$ cat src/rtl/imm_gen_stage.sv
// Immediate-generation stage: decodes RISC-V I/S/B/U/J immediates and
// holds results in a two-entry skid buffer behind a valid/ready handshake.
module imm_gen_stage #(
    parameter int XLEN      = 64,
    parameter bit BJ_SCALED = 1'b1,
    parameter int CNT_W     = 16
) (
    input  logic             clk,
    input  logic             rst,
    input  logic             in_valid,
    output logic             in_ready,
    input  logic [31:0]      in_instr,
    input  logic [XLEN-1:0]  in_pc,
    input  logic             flush,
    output logic             out_valid,
    input  logic             out_ready,
    output logic [31:0]      out_instr,
    output logic [XLEN-1:0]  out_pc,
    output logic [XLEN-1:0]  out_imm,
    output logic [2:0]       out_fmt,
    output logic             out_illegal,
    output logic [CNT_W-1:0] illegal_cnt
);

    typedef enum logic [1:0] {
        S_EMPTY,
        S_ONE,
        S_FULL
    } state_t;

    typedef struct packed {
        logic [31:0]     instr;
        logic [XLEN-1:0] pc;
        logic [XLEN-1:0] imm;
        logic [2:0]      fmt;
        logic            ill;
    } entry_t;

    localparam logic [2:0] FMT_NONE = 3'd0;
    localparam logic [2:0] FMT_I    = 3'd1;
    localparam logic [2:0] FMT_S    = 3'd2;
    localparam logic [2:0] FMT_B    = 3'd3;
    localparam logic [2:0] FMT_U    = 3'd4;
    localparam logic [2:0] FMT_J    = 3'd5;

    state_t           r_state;
    state_t           w_nxt;
    entry_t           r_main;
    entry_t           r_skid;
    entry_t           w_dec;
    logic             r_in_ready;
    logic             r_out_valid;
    logic [CNT_W-1:0] r_cnt;

    logic [6:0]  w_op;
    logic [2:0]  w_f3;
    logic        w_shift;
    logic [12:0] w_b_off;
    logic [20:0] w_j_off;
    logic        w_accept;
    logic        w_handoff;
    logic        w_ld_main;
    logic        w_ld_skid;
    logic        w_main_from_skid;
    logic        w_cnt_inc;

    assign w_op    = in_instr[6:0];
    assign w_f3    = in_instr[14:12];
    assign w_shift = (w_f3 == 3'b001) || (w_f3 == 3'b101);
    assign w_b_off = {in_instr[31], in_instr[7], in_instr[30:25],
                      in_instr[11:8], 1'b0};
    assign w_j_off = {in_instr[31], in_instr[19:12], in_instr[20],
                      in_instr[30:21], 1'b0};

    always_comb begin
        w_dec       = '0;
        w_dec.instr = in_instr;
        w_dec.pc    = in_pc;
        unique case (w_op)
            7'b0000011, 7'b1100111: begin
                w_dec.fmt = FMT_I;
                w_dec.imm = XLEN'($signed(in_instr[31:20]));
            end
            7'b0010011: begin
                w_dec.fmt = FMT_I;
                if (!w_shift)
                    w_dec.imm = XLEN'($signed(in_instr[31:20]));
                else if (XLEN == 64)
                    w_dec.imm = XLEN'(in_instr[25:20]);
                else
                    w_dec.imm = XLEN'(in_instr[24:20]);
            end
            7'b0011011: begin
                // OP-IMM-32 only exists on RV64
                if (XLEN == 64) begin
                    w_dec.fmt = FMT_I;
                    if (w_shift)
                        w_dec.imm = XLEN'(in_instr[24:20]);
                    else
                        w_dec.imm = XLEN'($signed(in_instr[31:20]));
                end else begin
                    w_dec.ill = 1'b1;
                end
            end
            7'b0100011: begin
                w_dec.fmt = FMT_S;
                w_dec.imm = XLEN'($signed({in_instr[31:25],
                                           in_instr[11:7]}));
            end
            7'b1100011: begin
                w_dec.fmt = FMT_B;
                if (BJ_SCALED)
                    w_dec.imm = XLEN'($signed(w_b_off));
                else
                    w_dec.imm = XLEN'($signed(w_b_off[12:1]));
            end
            7'b0110111, 7'b0010111: begin
                w_dec.fmt = FMT_U;
                w_dec.imm = XLEN'($signed({in_instr[31:12], 12'b0}));
            end
            7'b1101111: begin
                w_dec.fmt = FMT_J;
                if (BJ_SCALED)
                    w_dec.imm = XLEN'($signed(w_j_off));
                else
                    w_dec.imm = XLEN'($signed(w_j_off[20:1]));
            end
            default: begin
                w_dec.fmt = FMT_NONE;
                w_dec.ill = 1'b1;
            end
        endcase
    end

    assign w_accept  = in_valid & r_in_ready;
    assign w_handoff = r_out_valid & out_ready;

    always_comb begin
        w_nxt            = r_state;
        w_ld_main        = 1'b0;
        w_ld_skid        = 1'b0;
        w_main_from_skid = 1'b0;
        if (flush) begin
            w_nxt = S_EMPTY;
        end else begin
            unique case (r_state)
                S_EMPTY: begin
                    if (w_accept) begin
                        w_nxt     = S_ONE;
                        w_ld_main = 1'b1;
                    end
                end
                S_ONE: begin
                    if (w_accept && out_ready) begin
                        w_ld_main = 1'b1;
                    end else if (w_accept) begin
                        w_nxt     = S_FULL;
                        w_ld_skid = 1'b1;
                    end else if (out_ready) begin
                        w_nxt = S_EMPTY;
                    end
                end
                S_FULL: begin
                    if (out_ready) begin
                        w_nxt            = S_ONE;
                        w_main_from_skid = 1'b1;
                    end
                end
                default: w_nxt = S_EMPTY;
            endcase
        end
    end

    // A handoff that coincides with flush still leaves, but is not counted
    assign w_cnt_inc = w_handoff & r_main.ill & ~flush & ~(&r_cnt);

    always_ff @(posedge clk or posedge rst) begin
        if (rst) begin
            r_state     <= S_EMPTY;
            r_in_ready  <= 1'b1;
            r_out_valid <= 1'b0;
            r_main      <= '0;
            r_skid      <= '0;
            r_cnt       <= '0;
        end else begin
            r_state     <= w_nxt;
            r_in_ready  <= (w_nxt != S_FULL);
            r_out_valid <= (w_nxt != S_EMPTY);
            if (w_ld_main)
                r_main <= w_dec;
            else if (w_main_from_skid)
                r_main <= r_skid;
            if (w_ld_skid)
                r_skid <= w_dec;
            if (w_cnt_inc)
                r_cnt <= r_cnt + 1'b1;
        end
    end

    assign in_ready    = r_in_ready;
    assign out_valid   = r_out_valid;
    assign out_instr   = r_main.instr;
    assign out_pc      = r_main.pc;
    assign out_imm     = r_main.imm;
    assign out_fmt     = r_main.fmt;
    assign out_illegal = r_main.ill;
    assign illegal_cnt = r_cnt;

endmodule

$ cat config.mk
export PLATFORM = sky130hd
export DESIGN_NAME = imm_gen_stage
export DESIGN_NICKNAME = d
export VERILOG_FILES = /design/src/rtl/imm_gen_stage.sv
export SDC_FILE = /design/constraint.sdc
export NUM_CORES = 1
export LEC_CHECK = 0
export CORE_MARGIN = 4
export CORE_UTILIZATION = 48
export DETAILED_ROUTE_END_ITERATION = 7
export GPL_TIMING_DRIVEN = 0
export PLACE_DENSITY = 0.85
export SYNTH_ARGS = -nofsm -noshare
export SYNTH_HDL_FRONTEND = slang
export SYNTH_SLANG_ARGS = --single-unit
$ cat constraint.sdc
create_clock -name clk -period 17.7 [get_ports clk]
set_input_delay 3.54 -clock clk [delete_from_list [all_inputs] [get_ports clk]]
set_output_delay 3.54 -clock clk [all_outputs]
set_load 0.1 [all_outputs]
# --- Yosys cells after proc, flatten, opt, wreduce, memory -nomap -nowiden ---
# Cells that the tools add are included.
classes:
  n_addsub: 1
  n_mul: 0
  div: 0
  magnitude_cmp: 0
  eq_ne: 14
  shift: 0
  n_mux: 24
  bitwise_logic: 7
  n_reduce_logical: 10
ops:
  columns: ["cell", "count"]
  rows:
  - ["one-hot mux 64 bit (7 select lines)", 1]
  - ["two-way mux 164 bit", 2]
  - ["two-way mux 64 bit", 2]
  - ["equality test 7 x 5 -> 1 bit (second input constant)", 3]
  - ["equality test 7 bit (second input constant)", 3]
  - ["adder 16 x 1 -> 16 bit (second input constant)", 1]
  - ["AND reduction 16 bit", 1]
  - ["one-hot mux 3 bit (5 select lines)", 1]
  - ["equality test 7 x 6 -> 1 bit (second input constant)", 2]
  - ["two-way mux 2 bit", 6]
  - ["two-way mux 1 bit", 10]
  - ["OR reduction 9 bit", 1]
  - ["equality test 7 x 2 -> 1 bit (second input constant)", 1]
  - ["one-hot mux 2 bit (3 select lines)", 1]
  - ["bitwise AND 1 bit", 5]
  - ["nonzero test 2 bit", 2]
  - ["OR reduction 2 bit", 2]
  - ["OR reduction 4 bit", 1]
  - ["equality test 3 x 1 -> 1 bit (second input constant)", 1]
  - ["equality test 3 bit (second input constant)", 1]
  - ["equality test 2 x 1 -> 1 bit (second input constant)", 1]
  - ["equality test 2 bit (second input constant)", 1]
  - ["zero test 2 bit", 1]
  - ["!= test 2 bit (second input constant)", 1]
  - ["4 further kinds", 5]
totals:
  ff_bits: 348
  latchBits: 0
  ram_bits: 0
  mem_bits_ro: 0
  inputBits: 101
  out_inout_bits: 182
  wordCells: 70
  memories: 0

# --- Longest topological paths before layout ---
# Gate-level depths: netlist (run 1).
depth:
  word_depth: 6
  depth_mapped: 8
  ltp_nobuf: 6

# --- Least setup slack after synthesis (run 1) ---
# Ideal clock, no wire load.
synth_timing:
  kind: "reg2out"
  startpoint: "register out_imm[62] (netlist name)"
  endpoint: "output out_imm[32]"
  t_arrival_ns: 1.855
  required_time_ns: 14.160
  slack_ns: 12.305
  path_stages_with_launch: 2
  n_path_buf: 1
  path_cell_list: "dfrtp_1 -> buf_4"
synth_lines:
  columns: ["element", "line", "text"]
  rows:
  - ["end, declared", "19", "output logic [XLEN-1:0] out_imm,"]

==> run summary, run 1 <==
Status -> finished clean
Switch share -> 39.6%
Global route overflow -> 0
Top Ports -> 283
Hold Crit Class -> flop to flop
DR pass1 iterations -> 5
Max Transition Viols Final -> 0
PostCTS Resize Cnt -> 0
Initial antenna violation count -> 0
Power Internal -> 1.28 mW
Overall Global Routing Usage -> 25.2%
Reg2Reg Launch Point -> in_ready
Clock sinks -> 284
Hold Crit Start -> out_pc[53]
Number of flops mapped to enable cells by yosys -> 0
Starting Density -> 49.3%
Async SR Flop Fraction -> 100%
Peak supply drop -> 0.116 mV
# fillers -> 1880
Clk slew on worst S/H paths -> 60 ps
Worst clock skew -> 7.77 ps
Clock Power Share -> 28.7%
Postcts setup bufs -> 0
Crit end category -> primary output
Netlist cell types -> 56
Syn_nets -> 1383
Root Buffer -> clkbuf_16
Final Hold Vio Count -> 0
Synth Area in Simple Gates -> 20.8%
Main flop type after synthesis -> dfrtp_1
Clock buffer count from CTS -> 29
Clock tree buffer depth -> 3
Slew HR -> 28.6%
Diode count -> 0
Gate power share -> 32.1%
Via density -> 5.53
P&R area growth vs syn -> 34.7%
Share of layout cells above drive strength 1 -> 8.68%
Synthesis Warnings -> 0
LEAKAGE -> 7.81 nW
Die W -> 167 um
Post-route clock period utilization -> 36.6%
Period minus WS final -> 6490 ps
Hold path depth -> 2
Avg Cell Area, Syn -> 9.44 um2
Post-synth top cells -> 523 x nand2_1, 283 x dfrtp_1, 99 x a22oi_1
Die Y -> 167 um
Min-Delay Endpoint -> out_pc[53]
Vias in the first global route -> 10.7k
# rows -> 57
Wire length of the first global-routing pass -> 57.9 mm
XOR/XNOR share of the synthesized area -> 1.16%
Top-area cell type share of the netlist area -> 58.5%
P_sw -> 0.837 mW
Final Worst Setup Slack -> 11210 ps
Cell count of the worst reg-to-reg path -> 6
Post-Synth Adder-Cell Area -> 0.103%
Pin count of the biggest net entering global routing -> 125
Critical Path AT -> 2950 ps
Die ar. -> 27800 um2
Largest family of logic cells by synthesized area -> simple AND/OR/NAND/NOR gates
Post-synthesis instance area -> 12100 um2
CP Class -> flop to primary output
Dpl hpwl -> 25.7 mm
# port buffers -> 279
Synth top area cells -> dfrtp_1 59%, nand2_1 16%, a22oi_1 6.1%
Reg-to-reg endpoint -> r_skid[138]
Final setup violation count -> 0
Drt drc -> 0
Post-synthesis compound-gate area fraction -> 13.5%
Count leader, synth -> nand2_1
TNS Setup -> 0 ps
Unrepaired setup endpoints after global routing -> false
FF+latch count, synth -> 284
Routed WL per cell -> 19.0 um
Seq/Total Area, Yosys -> 58.8%
DR iter-0 viols -> 981
Sequential share of power -> 39.2%
Fmax -> 0.154 GHz
Yosys top cell by area -> dfrtp_1
Crit start category -> flop
PwrDens -> 130 nW/um2
Core area -> 24500 um2
Max FO, Critical Path -> 34
Max cap viols -> 0
Worst Max-Slew Pin Slew -> 1070 ps
CTS Hold Buffers Added -> 0
Reg2Reg Setup Slack -> 15370 ps
Synthesized instance count -> 1281
H-tree depth -> 1
Worst-Skew Late Latency -> 540 ps
Post-synthesis mux area share -> 0.269%
CTS tree -> yes
DRT Wirelength -> 36.7 mm
Vias -> 10.7k
Antenna violation net count after detailed routing -> 0
Worst path required time -> 14160 ps
Final Net Count -> 1695
Pre-CTS WS -> 11720 ps
GP Congestion -> 0.854
cell type report:
class | instances | area, um2 | share of cell area, %
buffer | 115 | 626 | 3.84
sequential | 284 | 7110 | 43.6
timing repair buffer | 281 | 2850 | 17.5
tap | 324 | 405 | 2.49
clock buffer | 41 | 831 | 5.10
inverter | 6 | 30.0 | 0.184
clock inverter | 9 | 104 | 0.637
multi-input combinational | 876 | 4340 | 26.6
placed cells by master, fill, tap and decap left out, types with 11 or more instances in the layout:
cell             synthesis  layout
o21ai_0                 18      18
nor2_1                  35      35
clkbuf_1                41      47
clkdlybuf4s50_1          0     279
buf_4                   35      35
nand2_1                523     523
o22ai_1                 21      21
and3_1                  11      11
a21oi_1                 33      33
buf_2                   29      29
clkbuf_16                0      29
o21ai_1                 20      20
a22oi_1                 99      99
dfrtp_1                283     283
routing by layer:
metal,vias to the layer above,GRT usage [%],part of all wire [%]
li1,4893,-,-
met1,5253,33.2,40
met2,489,42.6,49
met3,74,5.71,8.2
met4,0,6.76,2.8
met5,-,0,0
power by group through the flow:
| stage | sequential [mW] | clock (mW) | combinational [mW] |
|---|---|---|---|
| 6_report | 0.828 | 0.606 | 0.679 |
| 5_1_grt | 0.840 | 0.642 | 0.711 |
| 4_1_cts | 0.827 | 0.612 | 0.682 |
| 3_5_place_dp | 0.835 | 0 | 0.679 |
| 3_3_place_gp | 0.833 | 0 | 0.667 |
| 2_1_floorplan | 1.17 | 0 | 0.151 |
metrics by stage:
| step | cells | hold WS (ps) | util (%) | instance area [um2] | power (mW) |
|---|---|---|---|---|---|
| CTS | 1936 | 478 | 66.4 | 16300 | 2.12 |
| finish | 1936 | 473 | 66.4 | 16300 | 2.11 |
| floorplan | 1281 | 446 | - | 12100 | 1.32 |
| global placement | 1884 | 457 | 62.3 | 15300 | 1.50 |
| detailed placement | 1886 | 461 | 62.6 | 15400 | 1.51 |
| global route | 1936 | 483 | 66.4 | 16300 | 2.19 |
registers in the layout (all words and copies together), names as in the netlist:
signal	count
r_skid	132
out_pc	64
r_state	2
illegal_cnt	16
in_ready	1
out_imm	32
out_fmt	3
out_instr	32
out_illegal	1
out_valid	1
cells by family (layout without fill, tap and decap cells):
family	count (synthesis)	in the layout
fa+ha+maj	1	1
mux	3	3
buf+inv	121	452
compound gates	237	237
xor+xnor	16	16
simple gates	619	619
flops	284	284
worst max-delay path by stage:
stage / slack, ps / cells past startpoint / endpoint / start
2_1_floorplan: 6330 / 1 / illegal_cnt[0] / rst
3_3_place_gp: 2960 / 2 / illegal_cnt[5] / rst
3_5_place_dp: 11720 / 7 / r_skid[138] / in_valid
4_1_cts: 11170 / 2 / out_imm[32] / out_imm[62]
5_1_grt: 11080 / 2 / out_imm[32] / out_imm[62]
6_report: 11210 / 2 / out_imm[32] / out_imm[62]
worst max-delay path: stages (launching register included):
cell	delay, ps
dfrtp_1	1010
buf_4	240
clkdlybuf4s50_1	1150
Note: power is estimated with default switching activity, not from simulation.
==> run 2: changes to the inputs <==
Settings changed: CORE_UTILIZATION 48 to 45, PLACE_DENSITY 0.85 to 0.84.
Clock period 17.7 ns to 5.35 ns, I/O delays scaled along.
==> run 2 against run 1 <==
  * Clock power grew to 3.3 times the previous value
  * Critical endpoint is now out_imm[41]
  * Routed wire length shrank 1.1%
  * Utilization decreased by 4.0 points
  * First-iteration DRC count rose by 30%
  * Critical path depth unchanged
  * Via count increased by 0.13%
  * Hold slack barely moved
  * Die area rose by 6.3%
  * Non-clock buffer count up 5
  * Register-to-register slack got worse by 12000 ps
==> run summary, run 2 (synthesized netlist as in run 1, its figures left out) <==
Worst Max-Slew Pin Slew -> 1060 ps
Slowest cell on crit path -> clkdlybuf4s50_1
Post-route clock period utilization -> 74.4%
Biggest register -> r_skid
Reg2Reg Launch Point -> in_ready
Clock sinks -> 284
Reg2Reg Setup Slack -> 2990 ps
Die W -> 172 um
Fmax -> 0.251 GHz
# rows -> 59
Pre-CTS WS -> 1890 ps
CP Class -> flop to primary output
Critical path destination -> out_imm[41]
Final setup violation count -> 0
Clock buffer count from CTS -> 29
Period minus WS final -> 3980 ps
Met2 Wirelength -> 17.1 mm
Initial antenna violation count -> 1
Final Worst Setup Slack -> 1370 ps
PwrDens -> 427 nW/um2
Overall Global Routing Usage -> 24.1%
Cell count of the worst reg-to-reg path -> 6
Vias -> 10.7k
LEAKAGE -> 7.86 nW
Global route overflow -> 0
Critical Path AT -> 2910 ps
Status -> finished clean
Worst path required time -> 4280 ps
Peak supply drop -> 0.315 mV
Hold Crit Class -> flop to flop
Crit end category -> primary output
P&R area growth vs syn -> 35.5%
Final Net Count -> 1700
GP Congestion -> 0.888
Clock tree buffer depth -> 3
Storage element area -> 7110 um2
Dpl hpwl -> 26.1 mm
Max Transition Viols Final -> 0
Crit path buf inv count -> 2
CTS tree -> yes
H-tree depth -> 1
DR iter-0 viols -> 1271
# port buffers -> 279
Highest-count cells in the layout ignoring fill and taps -> 523 x nand2_1, 283 x dfrtp_1, 279 x clkdlybuf4s50_1
Unrepaired setup endpoints after global routing -> false
DR pass1 iterations -> 5
CTS Hold Buffers Added -> 0
DRT Wirelength -> 36.3 mm
Pin count of the biggest net entering global routing -> 44
Top Ports -> 283
Antenna violation net count after detailed routing -> 0
Max FO, Critical Path -> 34
Wire length of the first global-routing pass -> 57.2 mm
Largest register FFs -> 132
Final Hold Vio Count -> 0
CP peak stage delay -> 1140 ps
Starting Density -> 46.0%
Vias in the first global route -> 10.7k
Commonest non-fill, non-tap cell in the layout -> nand2_1
Worst clock skew -> 10.9 ps
Drt drc -> 0
Met3 wire len -> 3.67 mm
Die Y -> 172 um
Diode count -> 0
CP Cell Sequence -> buf_4 -> clkdlybuf4s50_1
Crit path from -> out_imm[62]
M1 WL -> 14.2 mm
Slew HR -> 29.2%
Via density -> 5.49
Root Buffer -> clkbuf_16
Postcts setup bufs -> 0
Max cap viols -> 0
# fillers -> 2114
Area of the multi-input gates -> 4340 um2
Fin Hold WS -> 474 ps
Crit start category -> flop
Reg-to-reg endpoint -> r_skid[138]
Die ar. -> 29600 um2
WP depth -> 2
Clk slew on worst S/H paths -> 60 ps
Worst-Skew Late Latency -> 540 ps
PostCTS Resize Cnt -> 0
Share of layout cells above drive strength 1 -> 9.02%
Core area -> 26300 um2
Family with the most delay on the worst path -> buffers and inverters
Max Used Layer -> met4
Routed WL per cell -> 18.6 um
## run 2: cell count changes in the layout (fill, tap and decap cells not counted)
cell	before	now
buf_16	2	0
clkinv_2	4	7
clkinvlp_4	2	1
inv_8	1	0
buf_12	0	7
clkbuf_1	47	48
## run 2: final cells by class
class	count	share of cell area [%]
sequential	284	43.4
multi-input combinational	876	26.5
timing repair buffer	286	17.9
clock buffer	42	5.09
buffer	115	3.82
tap	335	2.56
clock inverter	10	0.634
inverter	6	0.160
## run 2: worst register-to-register path: stages, from the launching register on
cell and delay (ps):
dfstp_2 370, nand2_1 140, nor2_1 100, nand3_1 190, clkbuf_1 690, clkbuf_1 570, o21ai_0 170
## run 2: per-stage QoR
stage | setup TNS [ps] | utilization, % | cells | power (mW) | area [um2]
finish | 0 | 62.4 | 1954 | 7.00 | 16400
global route | 0 | 62.4 | 1954 | 7.28 | 16400
CTS | 0 | 62.4 | 1954 | 7.04 | 16400
detailed placement | 0 | 58.8 | 1902 | 5.02 | 15500
global placement | -391620 | 58.3 | 1895 | 4.96 | 15300
floorplan | 0 | - | 1281 | 4.38 | 12100
## run 2: worst min path at each step
stage	to	from	slack, ps	cells after the start
after detailed placement	out_pc[44]	out_pc[44]	460	2
after floorplan	r_skid[3]	r_skid[3]	450	2
after global placement	r_skid[69]	r_skid[69]	460	2
after global routing	r_skid[158]	r_skid[158]	490	2
after CTS	out_pc[21]	out_pc[21]	480	2
final	r_skid[68]	r_skid[68]	470	2
## run 2: metal layers
metal / vias up / track usage (%)
met5: - / 0
met4: 0 / 8.41
met2: 523 / 39.2
li1: 4900 / -
met1: 5215 / 31.2
met3: 85 / 6.63
## run 2: report_power, final
part	total, mW	switching [mW]	internal, mW
Clock	2.01	0.835	1.17
Sequential	2.74	0.225	2.51
Combinational	2.25	1.70	0.545
